$ cat config.mk
export PLATFORM = sky130hd
export DESIGN_NAME = mux_4to1
export DESIGN_NICKNAME = d
export VERILOG_FILES = /design/src/rtl/mux_4to1_pkg.sv /design/src/rtl/mux_4to1_comb.sv /design/src/rtl/mux_4to1.sv
export SDC_FILE = /design/constraint.sdc
export NUM_CORES = 1
export LEC_CHECK = 0
export BUFFER_PORTS_ARGS = -buffer_cell sky130_fd_sc_hd__buf_2
export CORE_AREA = 5 5 42 44
export CTS_CLUSTER_DIAMETER = 50
export DETAILED_ROUTE_END_ITERATION = 7
export DIE_AREA = 0 0 47 49
export PLACE_DENSITY = 0.38
export SLEW_MARGIN = 10
export SYNTH_ARGS = -nofsm -noshare
export SYNTH_HDL_FRONTEND = slang
export SYNTH_SLANG_ARGS = --single-unit
$ cat constraint.sdc
create_clock -name clk -period 2.7 [get_ports clk]
set_input_delay 0.27 -clock clk [delete_from_list [all_inputs] [get_ports clk]]
set_output_delay 0.27 -clock clk [all_outputs]
set_load 0.02 [all_outputs]
$ cat src/rtl/mux_4to1_pkg.sv
// mux_4to1_pkg: shared select type, lane codes and lane count for the 4:1 selector
package mux_4to1_pkg;
  typedef logic [1:0] mux_sel_t;
  localparam mux_sel_t SEL_W0 = 2'd0;
  localparam mux_sel_t SEL_W1 = 2'd1;
  localparam mux_sel_t SEL_W2 = 2'd2;
  localparam mux_sel_t SEL_W3 = 2'd3;
  localparam int NUM_LANES = 4;
endpackage

$ cat src/rtl/mux_4to1_comb.sv
// mux_4to1_comb: purely combinational lane selector
module mux_4to1_comb
  import mux_4to1_pkg::*;
#(
  parameter int WIDTH = 1
) (
  input  logic [NUM_LANES*WIDTH-1:0] w,
  input  mux_sel_t                   s,
  output logic [WIDTH-1:0]           f
);
  // explicit compare chain so unselected X lanes never reach f when s is known
  always_comb begin
    f = (s == SEL_W0) ? w[0*WIDTH +: WIDTH] :
        (s == SEL_W1) ? w[1*WIDTH +: WIDTH] :
        (s == SEL_W2) ? w[2*WIDTH +: WIDTH] :
        (s == SEL_W3) ? w[3*WIDTH +: WIDTH] : 'x;
  end
endmodule

$ cat src/rtl/mux_4to1.sv
// mux_4to1: 4:1 lane selector with combinational and registered outputs
module mux_4to1
  import mux_4to1_pkg::*;
#(
  parameter int WIDTH = 1
) (
  input  logic                       clk,
  input  logic                       rst,
  input  logic [NUM_LANES*WIDTH-1:0] w,
  input  mux_sel_t                   s,
  input  logic                       in_valid,
  output logic [WIDTH-1:0]           f_comb,
  output logic [WIDTH-1:0]           f,
  output logic                       out_valid,
  output mux_sel_t                   s_q
);
  mux_4to1_comb #(.WIDTH(WIDTH)) u_sel (.w(w), .s(s), .f(f_comb));
  // capture the selected lane on valid, hold otherwise; valid is a one-cycle pulse per capture
  always_ff @(posedge clk) begin
    if (rst) begin
      f         <= '0;
      s_q       <= SEL_W0;
      out_valid <= 1'b0;
    end else begin
      out_valid <= in_valid;
      if (in_valid) begin
        f   <= f_comb;
        s_q <= s;
      end
    end
  end
endmodule

==> summary.txt, run 1 <==
Synth
  – Cell variety after synth: 8
  – Compound-Gate Fraction of Synth Area: 0.0493
  – Synth warn: 0
  – Mapped Area: 178 sq um
  – Post-Synthesis Cells: 16
  – Xor-xnor portion of the synthesized cell area: 0
  – Post-synthesis register bit count: 4
  – Mapped Nets: 25
  – Yosys top cell area share: 0.451
  – Post-Synth Simple-Gate Area: 0.218
  – Main combinational cell family by area after synthesis: multiplexers
  – Fraction of synthesized area in multiplexers: 0.282
  – Avg Cell Area, Syn: 11.1 sq um
  – Synth area leader: dfxtp_1
  – Post-synthesis sequential area ratio: 0.451
  – Area contributors post-synth: dfxtp_1 45%, mux2i_1 28%, o221ai_1 4.9%, or3b_1 4.9%, or3b_2 4.9%
  – Synth Area in Adders: 0

Placed design
  – IO buf count: 13
  – Place WS: 1510 ps
  – GPL Wtd Cong: 0.754
  – Area post-placement: 263 sq um

Setup path
  – Delay-heaviest family, CP: multiplexers
  – Slowest CP cell: mux2i_1
  – CP Capture Type: output port
  – Crit path buffers/inverters: 2
  – Startpoint Class: input port
  – Worst-path fanout max: 3
  – Reg2Reg Setup Slack: 1800 ps
  – Crit Path Class: in -> out
  – Req. time, crit path: 2430 ps
  – CP peak stage delay: 250 ps
  – Crit path cell chain: buf_2, mux2i_1, mux2i_1, buf_2
  – Crit path DAT: 900 ps

Timing
  – FMAX: 852 MHz
  – Final Max Slew Viols: 0
  – Final Skew: 0 ps
  – Period Utilization, post-route: 0.435
  – Worst Slack Setup Final: 1530 ps
  – Slew margin rel.: 0.864
  – Final setup viols: 0
  – Setup TNS: 0 ps
  – Slew @ Worst Pin: 198 ps
  – Final min period: 1170 ps
  – Worst hold margin: 259 ps
  – RSZ-0062 raised after global routing: false
  – Hold Violations, Final: 0

Route
  – Via/cell ratio: 3.98
  – Drt pass-1 iters: 2
  – DRC Markers: 0
  – WL per Instance: 10.5 microns
  – Final WL: 506 microns
  – Total number of vias: 191
  – ANT nets after route: 0
  – Starting DRC count in detailed routing: 2

Hold path
  – Hold Path Class: in -> reg

Clocking
  – H-Tree Depth: 1
  – Clock-pin slew on the worst setup and hold paths: 40 ps
  – Clock sink count: 4
  – Setup bufs post-CTS: 0
  – CTS tree: built
  – Clk Tree Root Cell: clkbuf_4
  – Hold_buf cts: 0
  – Bufs on Longest Clock Path: 2
  – CTS-repair resized insts: 0
  – CTS Buf Count: 3
  – Skew-Pair Late Insertion Delay: 240 ps

Global routing
  – Initial antenna violation count: 0
  – Largest net degree at the start of global routing: 7
  – Total congestion overflow: 0
  – Vias in the first global route: 194
  – Total GRT Usage: 0.0493
  – First-pass GRT wire length: 779 microns

Floorplanning
  – IO Count: 14
  – Die width: 47 microns
  – Row count: 14
  – Starting Density: 0.127
  – Core ar.: 0.00140 sq mm
  – Die area: 0.00230 sq mm
  – Die outline height: 49 microns

Job
  – Max cap viols: 0

Final layout
  – Area delta synth->final: 60.6%
  – Commonest non-fill, non-tap cell in the layout: buf_2
  – Layout filler cell count: 167
  – Most frequent cells in the layout: 13 x buf_2, 5 x mux2i_1, 4 x dfxtp_1
  – Sequential cell area: 80.1 sq um
  – Final Net Count: 43
  – Footprint of the multi-input gates: 97.6 sq um
  – Layout cells sized above 1: 0.531
  – # diodes: 0
  – Final instance area: 285 sq um

Power
  – PwrDens: 600 mW/mm^2
  – Power Total: 0.171 mW
  – Static leakage: 0.146 nW
  – Peak VDD IR: 0.314 mV

Run status
  – Status: finished, final reports clean
==> final timing paths <==
check / to / cells past startpoint / from
max reg2reg: f / 2 / f
min reg2reg: s_q[0] / 2 / s_q[0]
min: s_q[1] / 2 / rst
max: f_comb / 4 / s[1]
==> per-layer routing <==
metal	GRT usage	part of all wire	wire length, microns	vias up
met3	0.0480	0.24	119	0
met4	0.0138	0	0	0
met1	0.0595	0.48	242	82
li1	-	-	-	92
met2	0.0611	0.28	144	17
met5	0	0	0	-
==> final cells by class <==
type                       count  share of cell area
multi-input combinational     12               0.342
timing repair buffer          13               0.228
clock buffer                   3              0.0789
tap                           16              0.0702
sequential                     4               0.281
==> metrics by stage <==
step	utilization	instances
2_1_floorplan	-	16
3_3_place_gp	0.188	45
3_5_place_dp	0.188	45
4_1_cts	0.204	48
5_1_grt	0.204	48
6_report	0.204	48
==> flip-flops by register name (all words and copies together), names as in the netlist <==
register,flops
s_q,2
f,1
out_valid,1
==> cells in the mapped netlist <==
| library cell | n |
|---|---|
| dfxtp_1 | 4 |
| mux2i_1 | 5 |
| nand3b_1 | 1 |
| or3b_1 | 1 |
| or3b_2 | 1 |
| o221ai_1 | 1 |
| nor2b_1 | 1 |
| nor2_1 | 2 |
==> kinds of logic (layout without fill, tap and decap cells) <==
logic type / Yosys count / after routing
simple gates: 6 / 6
flops: 4 / 4
mux: 5 / 5
buf+inv: 0 / 16
compound gates: 1 / 1
==> report_power, final <==
part / internal (mW) / switching, mW / leakage (nW)
Combinational: 0.0137 / 0.0171 / 0.0988
Clock: 0.0498 / 0.0260 / 0.0138
Sequential: 0.0631 / 0.00133 / 0.0331
Total: 0.127 / 0.0444 / 0.146
==> worst register-to-register path, cell delays in order (launching register included) <==
cell      delay, ps
dfxtp_1         310
or3b_2          440
o221ai_1         70
(Power assumes the default switching activity.)
==> run 2: changes to the inputs <==
PLACE_DENSITY = 0.39   (was 0.38)
clock period = 1 ns   (was 2.7 ns; I/O delays follow)
==> summary.txt, run 2 (synthesis results as in run 1) <==
Placed design
  – IO buf count: 13
  – Place WS: 107 ps
  – Dpl hpwl: 426 microns
  – GPL Wtd Cong: 0.758

Power
  – Peak VDD IR: 0.507 mV
  – PwrDens: 1570 mW/mm^2
  – Static leakage: 0.146 nW

Timing
  – RSZ-0062 raised after global routing: false
  – Final Skew: 0 ps
  – Slew @ Worst Pin: 204 ps
  – Final Max Slew Viols: 0
  – Hold Violations, Final: 0
  – Period Utilization, post-route: 0.901
  – Final min period: 901 ps
  – Final setup viols: 0
  – FMAX: 1110 MHz
  – Setup TNS: 0 ps
  – Slew margin rel.: 0.860
  – Worst Slack Setup Final: 99.1 ps

Route
  – DRC Markers: 0
  – Via/cell ratio: 3.85
  – Drt pass-1 iters: 2
  – Met1 WL: 263 microns
  – ANT nets after route: 0
  – Met3 Routed Length: 88 microns
  – Uppermost layer routed: met3
  – Routed wl met2: 150 microns
  – WL per Instance: 10.5 microns
  – Final WL: 502 microns
  – Total number of vias: 185
  – Starting DRC count in detailed routing: 2

Floorplanning
  – IO Count: 14
  – Die width: 47 microns
  – Die outline height: 49 microns
  – Starting Density: 0.127
  – Row count: 14
  – Core ar.: 0.00140 sq mm
  – Die area: 0.00230 sq mm

Setup path
  – Crit Path Class: reg -> reg
  – CP Capture Type: register
  – Crit path DAT: 1050 ps
  – Worst R2R Path Depth: 2
  – Startpoint Class: register
  – Worst-path fanout max: 2
  – Req. time, crit path: 1140 ps

Final layout
  – Final Net Count: 43
  – Commonest non-fill, non-tap cell in the layout: buf_2
  – Area delta synth->final: 61.3%
  – Top flop regs: s_q x2, f x1, out_valid x1
  – Sequential cell area: 81.3 sq um
  – Layout filler cell count: 165
  – Footprint of the multi-input gates: 97.6 sq um
  – Max FFs per register: 2
  – Final design utilization: 0.204
  – Biggest register: s_q
  – Layout cells sized above 1: 0.563
  – # diodes: 0
  – Most frequent cells in the layout: 13 x buf_2, 5 x mux2i_1, 3 x clkbuf_4, 3 x dfxtp_1, 2 x nor2_1

Global routing
  – Vias in the first global route: 185
  – First-pass GRT wire length: 828 microns
  – Initial antenna violation count: 0
  – Largest net degree at the start of global routing: 7
  – Total GRT Usage: 0.0536
  – Total congestion overflow: 0

Clocking
  – Clk Tree Root Cell: clkbuf_4
  – H-Tree Depth: 1
  – Skew-Pair Late Insertion Delay: 230 ps
  – Hold_buf cts: 0
  – Setup bufs post-CTS: 0
  – Clock sink count: 4
  – Bufs on Longest Clock Path: 2
  – Clock-pin slew on the worst setup and hold paths: 40 ps
  – CTS-repair resized insts: 0
  – CTS Buf Count: 3
  – CTS tree: built

Job
  – Max cap viols: 0

Run status
  – Status: finished, final reports clean

Hold path
  – Hold Path Class: in -> reg
  – Hold depth: 2
-- run 2: changes by cell type in the layout (fill, tap and decap cells not counted) --
cell | before | now
dfxtp_1 | 4 | 3
dfxtp_2 | 0 | 1
-- run 2: worst paths after layout --
| check | slack [ps] | endpoint | startpoint |
|---|---|---|---|
| worst max-delay path | 100 | f | f |
| worst min-delay path | 100 | out_valid | rst |
| worst max register to register | 100 | f | f |
| worst min register to register | 500 | s_q[1] | s_q[1] |
-- run 2: final cells by class --
type / instances / area share
timing repair buffer: 13 / 0.227
tap: 16 / 0.0699
clock buffer: 3 / 0.0786
multi-input combinational: 12 / 0.341
sequential: 4 / 0.284
-- run 2: worst max-delay path, cell delays in order, from the launching register on --
cell      delay, ps
dfxtp_2         310
or3b_2          430
o221ai_1         70
-- run 2: routing by layer --
layer  up-vias  global-route usage
met2        14              0.0543
li1         93                   -
met5         -                   0
met4         0              0.0276
met3         0              0.0443
met1        78              0.0749
-- run 2: stage by stage --
| stage | std cells | hold WS (ps) | area, sq um | total power, mW |
|---|---|---|---|---|
| 6_report | 48 | 104 | 287 | 0.451 |
| 5_1_grt | 48 | 103 | 287 | 0.484 |
| 4_1_cts | 48 | 89.2 | 287 | 0.465 |
| 3_5_place_dp | 45 | 338 | 264 | 0.261 |
| 3_3_place_gp | 45 | 323 | 264 | 0.259 |
| 2_1_floorplan | 16 | 172 | 179 | 0.220 |
-- run 2: power by group --
group	switching (mW)	leakage (nW)	internal [mW]
registers	0.00425	0.0335	0.171
logic	0.0454	0.0988	0.0369
clock network	0.0591	0.0138	0.134
==> run 3: changes to the inputs <==
CORE_AREA = 4 4 41 43   (was 5 5 42 44)
DIE_AREA = 0 0 45 47   (was 0 0 47 49)
==> summary.txt, run 3 (synthesis results as in run 1) <==
Setup path
  – Crit Path Class: reg -> reg
  – Worst-path fanout max: 2
  – Req. time, crit path: 1150 ps
  – CP Capture Type: register
  – Startpoint Class: register
  – Crit path DAT: 1050 ps

Run status
  – Status: finished, final reports clean

Clocking
  – Clk Tree Root Cell: clkbuf_4
  – Bufs on Longest Clock Path: 2
  – CTS tree: built
  – CTS-repair resized insts: 0
  – CTS Buf Count: 3
  – Setup bufs post-CTS: 0
  – Clock-pin slew on the worst setup and hold paths: 40 ps
  – Skew-Pair Late Insertion Delay: 230 ps
  – H-Tree Depth: 1
  – Clock sink count: 4
  – Hold_buf cts: 0

Floorplanning
  – Die outline height: 47 microns
  – IO Count: 14
  – Starting Density: 0.137
  – Die area: 0.00212 sq mm
  – Row count: 13
  – Core ar.: 0.00130 sq mm
  – Die width: 45 microns

Route
  – Total number of vias: 186
  – WL per Instance: 11.1 microns
  – DRC Markers: 0
  – Via/cell ratio: 3.96
  – Final WL: 524 microns
  – ANT nets after route: 0
  – Drt pass-1 iters: 1
  – Starting DRC count in detailed routing: 0

Power
  – PwrDens: 1610 mW/mm^2
  – Power Total: 0.459 mW
  – Peak VDD IR: 0.413 mV
  – Static leakage: 0.146 nW

Timing
  – Setup TNS: 0 ps
  – FMAX: 1100 MHz
  – Slew @ Worst Pin: 183 ps
  – RSZ-0062 raised after global routing: false
  – Period Utilization, post-route: 0.906
  – Slew margin rel.: 0.874
  – Final setup viols: 0
  – Final min period: 906 ps
  – Worst hold margin: 95.9 ps
  – Final Max Slew Viols: 0
  – Hold Violations, Final: 0
  – Final Skew: 0 ps

Placed design
  – IO buf count: 13
  – GPL Wtd Cong: 0.717

Global routing
  – Total GRT Usage: 0.0592
  – Initial antenna violation count: 0
  – Largest net degree at the start of global routing: 7
  – First-pass GRT wire length: 828 microns
  – Total congestion overflow: 0
  – Vias in the first global route: 223

Hold path
  – Hold Path Class: in -> reg

Final layout
  – Max FFs per register: 2
  – Top flop regs: s_q x2, f x1, out_valid x1
  – Layout cells sized above 1: 0.563
  – Biggest register: s_q
  – Final Net Count: 43
  – Area delta synth->final: 60.6%
  – Final design utilization: 0.219
  – # diodes: 0
  – Most frequent cells in the layout: 13 x buf_2, 5 x mux2i_1, 3 x clkbuf_4, 3 x dfxtp_1, 2 x nor2_1
  – Commonest non-fill, non-tap cell in the layout: buf_2
  – Layout filler cell count: 156

Job
  – Max cap viols: 0
[run 3: path summary, 6_finish.rpt]
check | slack, ps | depth (start not counted) | end | startpoint
setup / recovery | 90 | 2 | f | f
hold / removal | 100 | 2 | s_q[1] | rst
hold reg to reg | 480 | 2 | s_q[0] | s_q[0]
setup reg to reg | 90 | 2 | f | f
[run 3: stage by stage]
step,area [sq um],setup slack [ps],instances
floorplan,179,44.5,16
global placement,263,119,44
global route,285,80.3,47
CTS,285,83.3,47
finish,285,94.5,47
detailed placement,263,94.4,44
[run 3: power breakdown]
| group | internal, mW | total (mW) | switching [mW] |
|---|---|---|---|
| logic | 0.0370 | 0.0828 | 0.0459 |
| registers | 0.171 | 0.175 | 0.00357 |
| clock network | 0.134 | 0.201 | 0.0671 |
[run 3: layout make-up]
cell class / count / area, sq um / area share
multi-input cells: 12 / 97.6 / 0.342
flip-flops and latches: 4 / 81.3 / 0.285
well taps: 15 / 18.8 / 0.0658
clock buffers: 3 / 22.5 / 0.0789
repair buffers: 13 / 65.1 / 0.228
[run 3: worst max-delay path: stages, from the launching register on]
cell and delay, ps:
dfxtp_2 310, or3b_2 430, o221ai_1 80
[run 3: routing by layer]
layer,up-vias,share of wire,GRT usage
met5,-,0,0
li1,91,-,-
met3,2,0.18,0.0268
met4,0,0.0095,0.0702
met2,14,0.33,0.0734
met1,79,0.48,0.0680
